File: config.mk
export PLATFORM = sky130hd
export DESIGN_NAME = calculator_top_flat
export DESIGN_NICKNAME = d
export VERILOG_FILES = /design/src/rtl/calc_pkg.sv /design/src/rtl/calc_if.sv /design/src/rtl/bin2sevenseg.sv /design/src/rtl/calculator_top.sv /design/src/flat_wrapper.sv
export SDC_FILE = /design/constraint.sdc
export NUM_CORES = 2
export LEC_CHECK = 0
export ABC_CLOCK_PERIOD_IN_PS = 48500
export CORE_UTILIZATION = 61
export CTS_CLUSTER_SIZE = 24
export DETAILED_ROUTE_END_ITERATION = 10
export PLACE_DENSITY = 0.84
export SLEW_MARGIN = 20
export SYNTH_ARGS = -nofsm -noshare
export SYNTH_HDL_FRONTEND = slang
export SYNTH_SLANG_ARGS = --single-unit
File: constraint.sdc
create_clock -name clock -period 48.5 [get_ports clock]
set_input_delay 9.7 -clock clock [delete_from_list [all_inputs] [get_ports clock]]
set_output_delay 9.7 -clock clock [all_outputs]
set_load 0.005 [all_outputs]
File: src/rtl/calc_pkg.sv
// Shared types, command codes and display constants for the keypad calculator.
package calc_pkg;

  localparam int NDIG_DEF = 8;
  localparam int W_DEF    = 27;

  typedef enum logic [2:0] {
    ENTER_A = 3'd0,
    ENTER_B = 3'd1,
    CALC    = 3'd2,
    RESULT  = 3'd3,
    ERROR   = 3'd4
  } state_t;

  typedef enum logic [1:0] {
    OP_ADD = 2'd0,
    OP_SUB = 2'd1,
    OP_MUL = 2'd2
  } op_t;

  localparam logic [3:0] CMD_ADD  = 4'b1010;
  localparam logic [3:0] CMD_SUB  = 4'b1011;
  localparam logic [3:0] CMD_MUL  = 4'b1100;
  localparam logic [3:0] CMD_IDLE = 4'b1101;
  localparam logic [3:0] CMD_EQ   = 4'b1110;
  localparam logic [3:0] CMD_CLR  = 4'b1111;

  localparam logic [1:0] STATUS_READY = 2'b00;
  localparam logic [1:0] STATUS_BUSY  = 2'b01;
  localparam logic [1:0] STATUS_ERROR = 2'b10;

  localparam logic [6:0] SEG_E     = 7'h79;
  localparam logic [6:0] SEG_MINUS = 7'h40;
  localparam logic [6:0] SEG_BLANK = 7'h00;

  function automatic logic [6:0] seg_digit(input logic [3:0] d);
    case (d)
      4'd0:    seg_digit = 7'h3F;
      4'd1:    seg_digit = 7'h06;
      4'd2:    seg_digit = 7'h5B;
      4'd3:    seg_digit = 7'h4F;
      4'd4:    seg_digit = 7'h66;
      4'd5:    seg_digit = 7'h6D;
      4'd6:    seg_digit = 7'h7D;
      4'd7:    seg_digit = 7'h07;
      4'd8:    seg_digit = 7'h7F;
      4'd9:    seg_digit = 7'h6F;
      default: seg_digit = SEG_BLANK;
    endcase
  endfunction

  // Elaboration-time helper for decimal range limits.
  function automatic longint pow10(input int n);
    longint p;
    p = 1;
    for (int i = 0; i < n; i++) p = p * 10;
    return p;
  endfunction

endpackage

File: src/rtl/calc_if.sv
// Keypad-in / display-out bundle between the board wrapper and the calculator.
interface calc_if #(parameter int NDIG = calc_pkg::NDIG_DEF);
  logic [3:0] cmd;
  logic [6:0] displays [NDIG-1:0];
  logic [1:0] status;
  logic [2:0] EA;
  logic [2:0] PE;

  modport master (output cmd, input displays, input status, input EA, input PE);
  modport slave  (input cmd, output displays, output status, output EA, output PE);
endinterface

File: src/rtl/bin2sevenseg.sv
// Binary magnitude plus sign to NDIG seven-segment digits: double-dabble,
// decode, leading-zero blanking and a minus sign left of the top digit.
module bin2sevenseg
  import calc_pkg::*;
#(
  parameter int W    = W_DEF,
  parameter int NDIG = NDIG_DEF
) (
  input  logic [W-1:0] value,
  input  logic         neg,
  output logic [6:0]   segs [NDIG-1:0]
);

  localparam int SW = 4*NDIG + W;

  logic [SW-1:0]     sr;
  logic [4*NDIG-1:0] bcd;
  int                msd;

  // BCD digits sit above the binary field and absorb one bit per shift.
  always_comb begin
    sr = {{(4*NDIG){1'b0}}, value};
    for (int i = 0; i < W; i++) begin
      for (int d = 0; d < NDIG; d++) begin
        if (sr[W + 4*d +: 4] >= 4'd5) sr[W + 4*d +: 4] = sr[W + 4*d +: 4] + 4'd3;
      end
      sr = sr << 1;
    end
    bcd = sr[W +: 4*NDIG];
  end

  always_comb begin
    msd = 0;
    for (int k = 0; k < NDIG; k++) begin
      if (bcd[4*k +: 4] != 4'd0) msd = k;
    end
    for (int k = 0; k < NDIG; k++) begin
      if (k <= msd)                 segs[k] = seg_digit(bcd[4*k +: 4]);
      else if (neg && k == msd + 1) segs[k] = SEG_MINUS;
      else                          segs[k] = SEG_BLANK;
    end
  end

endmodule

File: src/rtl/calculator_top.sv
// Keypad calculator: edge-detected key acceptance, two-operand entry FSM,
// single-cycle add/sub and a bit-serial shift-and-add multiplier.
module calculator_top
  import calc_pkg::*;
#(
  parameter int NDIG = NDIG_DEF,
  parameter int W    = W_DEF
) (
  input  logic  clock,
  input  logic  reset,
  calc_if.slave bus
);

  localparam int WP = W + 1;
  localparam int W2 = 2 * W;
  localparam int CW = $clog2(W + 1);

  localparam logic [WP-1:0] MAX_VAL   = WP'(pow10(NDIG) - 1);
  localparam logic [W2-1:0] MAX_ACC   = W2'(pow10(NDIG) - 1);
  localparam logic [W-1:0]  DIG_LIMIT = W'(pow10(NDIG - 1));
  localparam logic [CW-1:0] MUL_STEPS = CW'(W);

  state_t        state, next;
  op_t           op, key_op;
  logic [3:0]    prev_cmd;
  logic          key_ok, is_digit, is_op, is_eq, is_clr;
  logic [W-1:0]  digit_ext;
  logic [W-1:0]  a_val, b_val, result;
  logic          sign;
  logic [W2-1:0] acc, mcand;
  logic [W-1:0]  mplier;
  logic [CW-1:0] cnt;
  logic          a_ge_b, addsub_ovf, mul_done, mul_ovf;
  logic [WP-1:0] addsub;
  logic [W-1:0]  held_val, src_val;
  logic          held_neg, src_neg;
  logic [1:0]    status;
  logic [6:0]    num_segs [NDIG-1:0];

  // A key counts once, on the cycle it first differs from last cycle's code.
  assign key_ok    = (bus.cmd != prev_cmd) && (bus.cmd != CMD_IDLE);
  assign is_digit  = key_ok && (bus.cmd <= 4'd9);
  assign is_op     = key_ok && ((bus.cmd == CMD_ADD) || (bus.cmd == CMD_SUB) || (bus.cmd == CMD_MUL));
  assign is_eq     = key_ok && (bus.cmd == CMD_EQ);
  assign is_clr    = key_ok && (bus.cmd == CMD_CLR);
  assign digit_ext = W'(bus.cmd);

  always_comb begin
    case (bus.cmd[1:0])
      2'b10:   key_op = OP_ADD;
      2'b11:   key_op = OP_SUB;
      default: key_op = OP_MUL;
    endcase
  end

  assign a_ge_b     = (a_val >= b_val);
  assign addsub     = (op == OP_ADD) ? ({1'b0, a_val} + {1'b0, b_val})
                    : (a_ge_b ? {1'b0, a_val - b_val} : {1'b0, b_val - a_val});
  assign addsub_ovf = (addsub > MAX_VAL);
  assign mul_done   = (cnt == MUL_STEPS);
  assign mul_ovf    = (acc > MAX_ACC);

  always_ff @(posedge clock or negedge reset) begin
    if (!reset) state <= ENTER_A;
    else        state <= next;
  end

  always_comb begin
    next   = state;
    status = STATUS_READY;
    case (state)
      CALC:    status = STATUS_BUSY;
      ERROR:   status = STATUS_ERROR;
      default: status = STATUS_READY;
    endcase
    if (!reset) begin
      next = ENTER_A;
    end else if (is_clr) begin
      next = ENTER_A;
    end else begin
      case (state)
        ENTER_A: if (is_op) next = ENTER_B;
        ENTER_B: if (is_eq) next = CALC;
        CALC: begin
          if (op != OP_MUL)  next = addsub_ovf ? ERROR : RESULT;
          else if (mul_done) next = mul_ovf ? ERROR : RESULT;
        end
        RESULT: begin
          if (is_digit)   next = ENTER_A;
          else if (is_op) next = ENTER_B;
        end
        ERROR:   next = ERROR;
        default: next = ENTER_A;
      endcase
    end
  end

  always_ff @(posedge clock or negedge reset) begin
    if (!reset) begin
      prev_cmd <= CMD_IDLE;
      a_val    <= '0;
      b_val    <= '0;
      result   <= '0;
      sign     <= 1'b0;
      op       <= OP_ADD;
      acc      <= '0;
      mcand    <= '0;
      mplier   <= '0;
      cnt      <= '0;
      held_val <= '0;
      held_neg <= 1'b0;
    end else begin
      prev_cmd <= bus.cmd;
      if (state != CALC) begin
        held_val <= src_val;
        held_neg <= src_neg;
      end
      if (is_clr) begin
        a_val    <= '0;
        b_val    <= '0;
        result   <= '0;
        sign     <= 1'b0;
        op       <= OP_ADD;
        acc      <= '0;
        mcand    <= '0;
        mplier   <= '0;
        cnt      <= '0;
        held_val <= '0;
        held_neg <= 1'b0;
      end else begin
        case (state)
          ENTER_A: begin
            if (is_digit && (a_val < DIG_LIMIT)) a_val <= a_val * W'(10) + digit_ext;
            else if (is_op) begin
              op    <= key_op;
              b_val <= '0;
            end
          end
          ENTER_B: begin
            if (is_digit && (b_val < DIG_LIMIT)) b_val <= b_val * W'(10) + digit_ext;
            else if (is_op) op <= key_op;
            else if (is_eq) begin
              acc    <= '0;
              cnt    <= '0;
              mcand  <= W2'(a_val);
              mplier <= b_val;
            end
          end
          CALC: begin
            if (op != OP_MUL) begin
              result <= addsub[W-1:0];
              sign   <= (op == OP_SUB) && !a_ge_b;
            end else if (!mul_done) begin
              if (mplier[0]) acc <= acc + mcand;
              mcand  <= mcand << 1;
              mplier <= mplier >> 1;
              cnt    <= cnt + 1'b1;
            end else begin
              result <= acc[W-1:0];
              sign   <= 1'b0;
            end
          end
          RESULT: begin
            // Chaining continues from the magnitude; the sign is dropped.
            if (is_digit) begin
              a_val <= digit_ext;
              sign  <= 1'b0;
            end else if (is_op) begin
              a_val <= result;
              op    <= key_op;
              b_val <= '0;
              sign  <= 1'b0;
            end
          end
          default: ;
        endcase
      end
    end
  end

  always_comb begin
    src_val = held_val;
    src_neg = held_neg;
    case (state)
      ENTER_A: begin src_val = a_val;  src_neg = 1'b0; end
      ENTER_B: begin src_val = b_val;  src_neg = 1'b0; end
      RESULT:  begin src_val = result; src_neg = sign; end
      default: ;
    endcase
  end

  bin2sevenseg #(.W(W), .NDIG(NDIG)) u_conv (
    .value (src_val),
    .neg   (src_neg),
    .segs  (num_segs)
  );

  always_comb begin
    for (int k = 0; k < NDIG; k++) begin
      if (state == ERROR) bus.displays[k] = (k == 0) ? SEG_E : SEG_BLANK;
      else                bus.displays[k] = num_segs[k];
    end
  end

  assign bus.EA     = state;
  assign bus.PE     = next;
  assign bus.status = status;

endmodule

File: src/flat_wrapper.sv
// flat-port wrapper written by rule: the top's interface ports become plain ports
module calculator_top_flat import calc_pkg::*;
#(
  parameter int NDIG = NDIG_DEF,
  parameter int W    = W_DEF
)
  (clock, reset, bus_cmd, bus_displays, bus_status, bus_EA, bus_PE);
  calc_if #(.NDIG(NDIG)) bus_i ();
  input  logic clock;
  input  logic reset;
  input wire logic [$bits(bus_i.cmd)-1:0] bus_cmd;
  output wire logic [$bits(bus_i.displays)-1:0] bus_displays;
  output wire logic [$bits(bus_i.status)-1:0] bus_status;
  output wire logic [$bits(bus_i.EA)-1:0] bus_EA;
  output wire logic [$bits(bus_i.PE)-1:0] bus_PE;
  assign bus_i.cmd = bus_cmd;
  assign bus_displays = {>>{bus_i.displays}};
  assign bus_status = bus_i.status;
  assign bus_EA = bus_i.EA;
  assign bus_PE = bus_i.PE;
  calculator_top #(.NDIG(NDIG), .W(W)) u_core (.clock(clock), .reset(reset), .bus(bus_i));
endmodule
---- Yosys cells after proc, flatten, opt, wreduce, memory -nomap -nowiden ----
Memories as Yosys holds them, arrays and structs flattened.
Index checks and enable logic that the tools add are counted.
operators by class
  reduce and logical (&&, ||, !) cells .... 44
  order comparisons ....................... 194
  $mul .................................... 2
  add/sub/neg operators ................... 188
  equality and inequality tests ........... 36
  mux-type cells .......................... 287
operators by type and width
  cell                   number
  $mux 54                13
  $ge 4x3->1 const B     172
  $mux 4                 158
  $add 4x2->4 const B    154
  $mux 27                22
  $pmux 54 s2            2
  $mux 32                6
  $mux 7                 24
  $pmux 27 s3            2
  $eq 4x32->1 const A    4
  $le 4x32->1 const A    4
  $pmux 27 s2            2
  $mux 3                 31
  $eq 3x32->1 const A    2
  $le 3x32->1 const A    2
  $add 27x4->27          2
  $add 3x2->3 const B    18
  $add 54x54->54         1
  $gt 54x27->1 const B   1
  $lt 27x24->1 const B   2
  $mul 27x3->26 const B  2
  $sub 27x27->27         2
  $add 32x2->32 const B  1
  $eq 2x32->1 const A    1
  49 further kinds       123
storage, ports and cells
  output and inout port bits .............. 64
  bits in registers ....................... 259
  memories ................................ 8
  ROM bits ................................ 896
  bits of input ports ..................... 6
  logic and storage cells ................. 772
memory list
  memory           words  width  rd ports  clocked after Yosys merged registers in  wr ports  line            RTL
  (no name shown)  16     7      1         0                                        0         calc_pkg.sv:37  case (d)
  (no name shown)  16     7      1         0                                        0         calc_pkg.sv:37
  (no name shown)  16     7      1         0                                        0         calc_pkg.sv:37
  (no name shown)  16     7      1         0                                        0         calc_pkg.sv:37
  (no name shown)  16     7      1         0                                        0         calc_pkg.sv:37
  (no name shown)  16     7      1         0                                        0         calc_pkg.sv:37
  2 more memories  --     --     --        --                                       --        --

---- Logic depth before layout (Yosys ltp) ----
  depth after elaboration ................. 68
  mapped depth ............................ 167
  gate-level depth less buffers ........... 161

---- Cells and area by module ----
Synthesis repeated with hierarchy kept, for this count alone.
unflattened totals
  cell total of the unflattened synthesis .. 5773
  area, all modules ....................... 42928.7 um^2
modules (own cells, without submodules)
  module          cells each  instances  area an instance (um^2)
  calculator_top  2935        1          23471.3
  bin2sevenseg    2838        1          19457.4

---- Worst setup path after synthesis ----
Ideal clock, no wire load.
  path kind ............................... reg-to-output
  start ................................... reg u_core.state[0] (netlist: u_core.bus.EA[0])
  end ..................................... out bus_displays[23]
  slack ................................... 9904 ps
  path buffers ............................ 2
  cell stages (with the launch flop) ...... 149
  arrival ................................. 28896 ps
  path through ............................ dfrtp_1 -> buf_2 -> and2_1 -> buf_6 -> a22oi_1 -> o21a_1 -> nand3_1 -> a21boi_0 -> ha_1 -> inv_1 -> nor2_1 -> nor3_1 -> a21boi_1 -> or3_1 -> nand2_1 -> ha_1 -> nor2b_1 -> or3_1 -> (+113 left out) -> xor2_1 -> inv_1 -> ha_1 -> nor2b_1 -> a2111oi_0 -> nor3_1 -> xnor2_1 -> ha_1 -> inv_1 -> a211oi_4 -> nor3b_2 -> a21bo_2 -> and2_1 -> or2_1 -> ha_1 -> nor2_1 -> nand2_1 -> a31oi_1
between the ends
  word-level cells in the longest chain between the ends .. 65
RTL lines
  item                                              line                   RTL
  start, declared                                   calculator_top.sv:23   state_t state, next;
  start signal, assigned                            calculator_top.sv:65   else state <= next;
  $eq 3x2->1, or another cell as far along          calculator_top.sv:184  case (state)
  $pmux 27 s3                                       calculator_top.sv:184
  $ge 1x3->1 / $add 1x2->3 (equally long branches)  bin2sevenseg.sv:25     if (sr[W + 4*d +: 4] >= 4'd5) sr[W + 4*d +: 4] = sr[W + 4*d +: 4] + 4'd3;
  $mux 3                                            bin2sevenseg.sv:25
  $add 4x2->4 / $ge 4x3->1 (equally long branches)  bin2sevenseg.sv:25
  $mux 4                                            bin2sevenseg.sv:25
  $add 4x2->4 / $ge 4x3->1 (equally long branches)  bin2sevenseg.sv:25
  $mux 4                                            bin2sevenseg.sv:25
  (+44 left out)                                    --
  $add 4x2->4 / $ge 4x3->1 (equally long branches)  bin2sevenseg.sv:25
  $mux 4                                            bin2sevenseg.sv:25
  $reduce_bool 4->1                                 bin2sevenseg.sv:35     if (bcd[4*k +: 4] != 4'd0) msd = k;
  $mux 1                                            bin2sevenseg.sv:35
  $mux 32 (6 in a row)                              bin2sevenseg.sv:35
  $le 3x32->1                                       bin2sevenseg.sv:38     if (k <= msd) segs[k] = seg_digit(bcd[4*k +: 4]);
  $mux 7                                            bin2sevenseg.sv:38
  $mux 7 (*)                                        calculator_top.sv:200  if (state == ERROR) bus.displays[k] = (k == 0) ? SEG_E : SEG_BLANK;
  end, declared                                     flat_wrapper.sv:12     output wire logic [$bits(bus_i.displays)-1:0] bus_displays;
Mark *: on every way between the ends. The rest lies on a longest branch, timed or not.

---- Final worst setup path ----
  start ................................... reg u_core.state[0] (netlist: u_core.bus.EA[0])
  end ..................................... out bus_displays[13]
between the ends
  word-level cells in the longest chain between the ends .. 68
RTL lines
  item                                              line                   RTL
  $eq 3x2->1, or another cell as far along          calculator_top.sv:184
  $pmux 27 s3                                       calculator_top.sv:184
  $ge 1x3->1 / $add 1x2->3 (equally long branches)  bin2sevenseg.sv:25
  $mux 3                                            bin2sevenseg.sv:25
  $add 4x2->4 / $ge 4x3->1 (equally long branches)  bin2sevenseg.sv:25
  $mux 4                                            bin2sevenseg.sv:25
  $add 4x2->4 / $ge 4x3->1 (equally long branches)  bin2sevenseg.sv:25
  $mux 4                                            bin2sevenseg.sv:25
  (+47 left out)                                    --
  $mux 1                                            bin2sevenseg.sv:35
  $mux 32 (6 in a row)                              bin2sevenseg.sv:35
  $add 32x2->32                                     bin2sevenseg.sv:39     else if (neg && k == msd + 1) segs[k] = SEG_MINUS;
  $eq 2x32->1                                       bin2sevenseg.sv:39
  $logic_and 1x1->1                                 bin2sevenseg.sv:39
  $mux 7                                            bin2sevenseg.sv:39
  $mux 7                                            bin2sevenseg.sv:38
  $mux 7 (*)                                        calculator_top.sv:200
Marked as above.

==> impl_metrics.csv <==
group,metric,value,unit
status,status,"finished clean",
global_route,grt_pass1_vias,36708,
sta,fin_skew,0.0191,ns
route,wirelength,107,mm
route,drtAntennaViolNets,0,
cts,cts-root-buf,"clkbuf_16",
route,num_vias,39639,
route,viasPerCell,6.50,
cts,cts_tree,"yes",
sta,min_period,45.49,ns
global_route,grtUsageMet1,0.423,
synth,synthCells,5271,
synth,synth-warning-count,0,
route,drt_iter0_markers,3405,
cts,post-cts-setup-buffer-count,0,
sta,min_period_over_period,0.938,
die,rows,93,
sta,drv_slew,0,
hold_path,hold_class,"reg -> reg",
cts,cts_buffers,27,
route,avgRoutedWirePerCell,17.5,µm
global_route,grt_max_degree,97,
critical_path,worst_path_most_repeated_cell,"ha_1",
die,start_util,0.618,
layout,n_antenna_cell,0,
critical_path,slowest_stage,"a41oi_1",
synth,synth_area_per_cell,7.58,µm²
route,first_pass_iters,6,
layout,final_nets,5678,
layout,ff_latch_area,6490,µm²
die,die_h,258,µm
critical_path,r2r_setup_slack,38.30,ns
critical_path,worst_setup_path_start_kind,"register",
placed_design,gp_congestion,1.02,
global_route,grt_use_met3,0.0350,
sta,finalSetupTns,0,ns
synth,syn_nets,5724,
placed_design,portBuffers,69,
sta,finalSetupViolCount,0,
sta,tightestPinTransition,1.13,ns
synth,synth-edff-count,0,
cts,cts_max_path_buffers,3,
synth,ys_seq_elements,259,
critical_path,slowest_delay,0.74,ns
sta,rsz0062_at_grt,"no",
cts,htree_levels,1,
sta,relSlewSlack,0.236,
route,route.detailed.drc,0,
global_route,antenna_found_initial,0,
synth,ys.flop_type,"dfrtp_1",
global_route,grt_remaining_overflow,0,
critical_path,cp-end-kind,"primary output",
layout,drive_gt1_frac,0.0635,
run,max_cap_violations,0,
sta,timing.fmax,22.0,MHz
synth,yosysSeqAreaShare,0.162,
cts,cts_sinks,259,
cts,path_clk_slew,0.06,ns
placed_design,dpl.hpwl,81.7,mm
layout,multi_input_area,31400,µm²
critical_path,timing_worst_setup_path_type,"reg -> out",
global_route,grt_busiest_layer,"met2",
die,io_pins,70,
critical_path,required,38.80,ns
synth,ys_async_sr_fraction,1.00,
global_route,grt_use_total,0.308,
critical_path,path_max_fanout,57,
global_route,grt_pass1_wl,177,mm
cts,holdBufCountCts,0,
layout,fill_cells,5462,
cts,cts_resized,0,
sta,hold_violations,0,
die,die_x,258,µm
layout,areaGrowthSynthToFinish,5.72,%
synth,synth.lib_cells_used.distinct,139,
die,dieArea,66500,µm²
die,core,64600,µm²
cts,clock_latency,0.57,ns
critical_path,arrival,35.79,ns
global_route,gr-usage-met2,0.510,
synth,synth_area,39900,µm²
flip-flops by register name (all words and copies together), names as in the netlist:
signal           count
u_core.a_val        27
u_core.acc          54
u_core.b_val        27
u_core.bus.EA        3
u_core.cnt           5
u_core.held_neg      1
u_core.held_val     27
u_core.mcand        54
u_core.mplier       27
u_core.op            2
u_core.prev_cmd      4
u_core.result       27
u_core.sign          1
worst paths after layout:
| kind | start | endpoint | cells after the start |
|---|---|---|---|
| setup / recovery | u_core.bus.EA[0] | bus_displays[13] | 152 |
| min in group asynchronous | reset | u_core.mcand[39] | 1 |
| hold / removal | u_core.mplier[3] | u_core.mplier[3] | 2 |
| hold reg to reg | u_core.mplier[3] | u_core.mplier[3] | 2 |
| setup reg to reg | u_core.acc[0] | u_core.acc[52] | 46 |
| max in group asynchronous | reset | u_core.mcand[1] | 3 |
synthesized netlist by cell type (21+ instances only):
cell / n / area [µm²]
or2_2: 22 / 138
xnor2_1: 128 / 1120
o21a_1: 40 / 300
nor2b_1: 57 / 357
o22ai_1: 29 / 181
o21ai_0: 289 / 1450
a22o_1: 67 / 587
a211oi_1: 73 / 548
inv_1: 351 / 1320
a21oi_1: 406 / 2030
dfrtp_1: 256 / 6410
ha_1: 439 / 5490
clkbuf_1: 142 / 533
nor3_1: 110 / 551
nor2_1: 513 / 1930
o211a_1: 21 / 210
o31ai_1: 98 / 736
a211o_1: 39 / 342
nor4_1: 33 / 206
nand3_1: 126 / 631
nand4_1: 36 / 225
mux2i_1: 175 / 1750
xor2_1: 71 / 622
o21ai_1: 30 / 150
nand2b_1: 65 / 407
a21o_1: 130 / 976
a22oi_1: 23 / 173
and2_1: 65 / 407
a21boi_0: 35 / 263
mux2_2: 68 / 766
nand2_1: 525 / 1970
o211ai_1: 64 / 480
o21bai_1: 68 / 510
and3_1: 54 / 338
a31oi_1: 77 / 482
or3_1: 43 / 269
area by class of cell:
cell class,instances,area share
sequential,259,0.154
timing repair buffer,101,0.0222
tap,855,0.0253
clock inverter,14,0.00427
inverter,375,0.0333
multi-input combinational,4461,0.744
clock buffer,33,0.0175
critical path, delay by kind of cell, from the launching register on:
| family | cells | cell delay, ns |
|---|---|---|
| AOI/OAI and AO/OA | 43 | 11.79 |
| and+or+nand+nor | 56 | 10.09 |
| adders and majority gates | 22 | 5.60 |
| xor gates and xnor gates | 10 | 4.18 |
| buffers and inverters | 19 | 2.82 |
| muxes | 2 | 0.36 |
| DFF | 1 | 0.34 |
cell usage in the layout, fill, tap and decap left out, drive strengths merged, types with 71 or more instances in the layout:
master / Yosys / layout
xor2: 71 / 71
nor3: 115 / 115
mux2i: 185 / 185
dfrtp: 256 / 256
a211oi: 85 / 85
xnor2: 133 / 133
ha: 439 / 439
mux2: 71 / 71
inv: 369 / 370
o21ai: 322 / 322
nand2: 525 / 525
a21o: 130 / 130
o31ai: 104 / 104
a31oi: 82 / 82
a21oi: 410 / 410
nand3: 126 / 126
nor2: 516 / 516
through the flow:
stage	hold slack, ns	setup WS, ns	cell area [µm²]	cells	util
final	0.478	3.01	42200	6098	0.654
after detailed placement	0.468	4.46	41300	6051	0.639
after CTS	0.480	3.68	42200	6098	0.654
after global placement	0.459	5.82	41300	6051	0.639
after global routing	0.507	0.203	42200	6098	0.654
after floorplan	0.448	9.90	39900	5271	-
layer usage:
metal | part of all wire | wire [µm]
met5 | 0.00088 | 94
met4 | 0.026 | 2830
met3 | 0.067 | 7120
met2 | 0.45 | 48300
met1 | 0.45 | 48500
logic make-up (layout without fill, tap and decap cells):
logic type	Yosys count	after routing	synth area share
AO/OA/AOI/OAI	1799	1799	0.318
flip-flops	259	259	0.162
AND/OR/NAND/NOR	1745	1745	0.207
buffers and inverters	551	523	0.0527
XOR/XNOR	209	209	0.0488
adder cells (fa/ha/maj)	452	452	0.143
multiplexers	256	256	0.0682
Power is left out: the tool's default activity adds up to more than one toggle a clock period on the data nets, which glitch-free logic cannot reach.
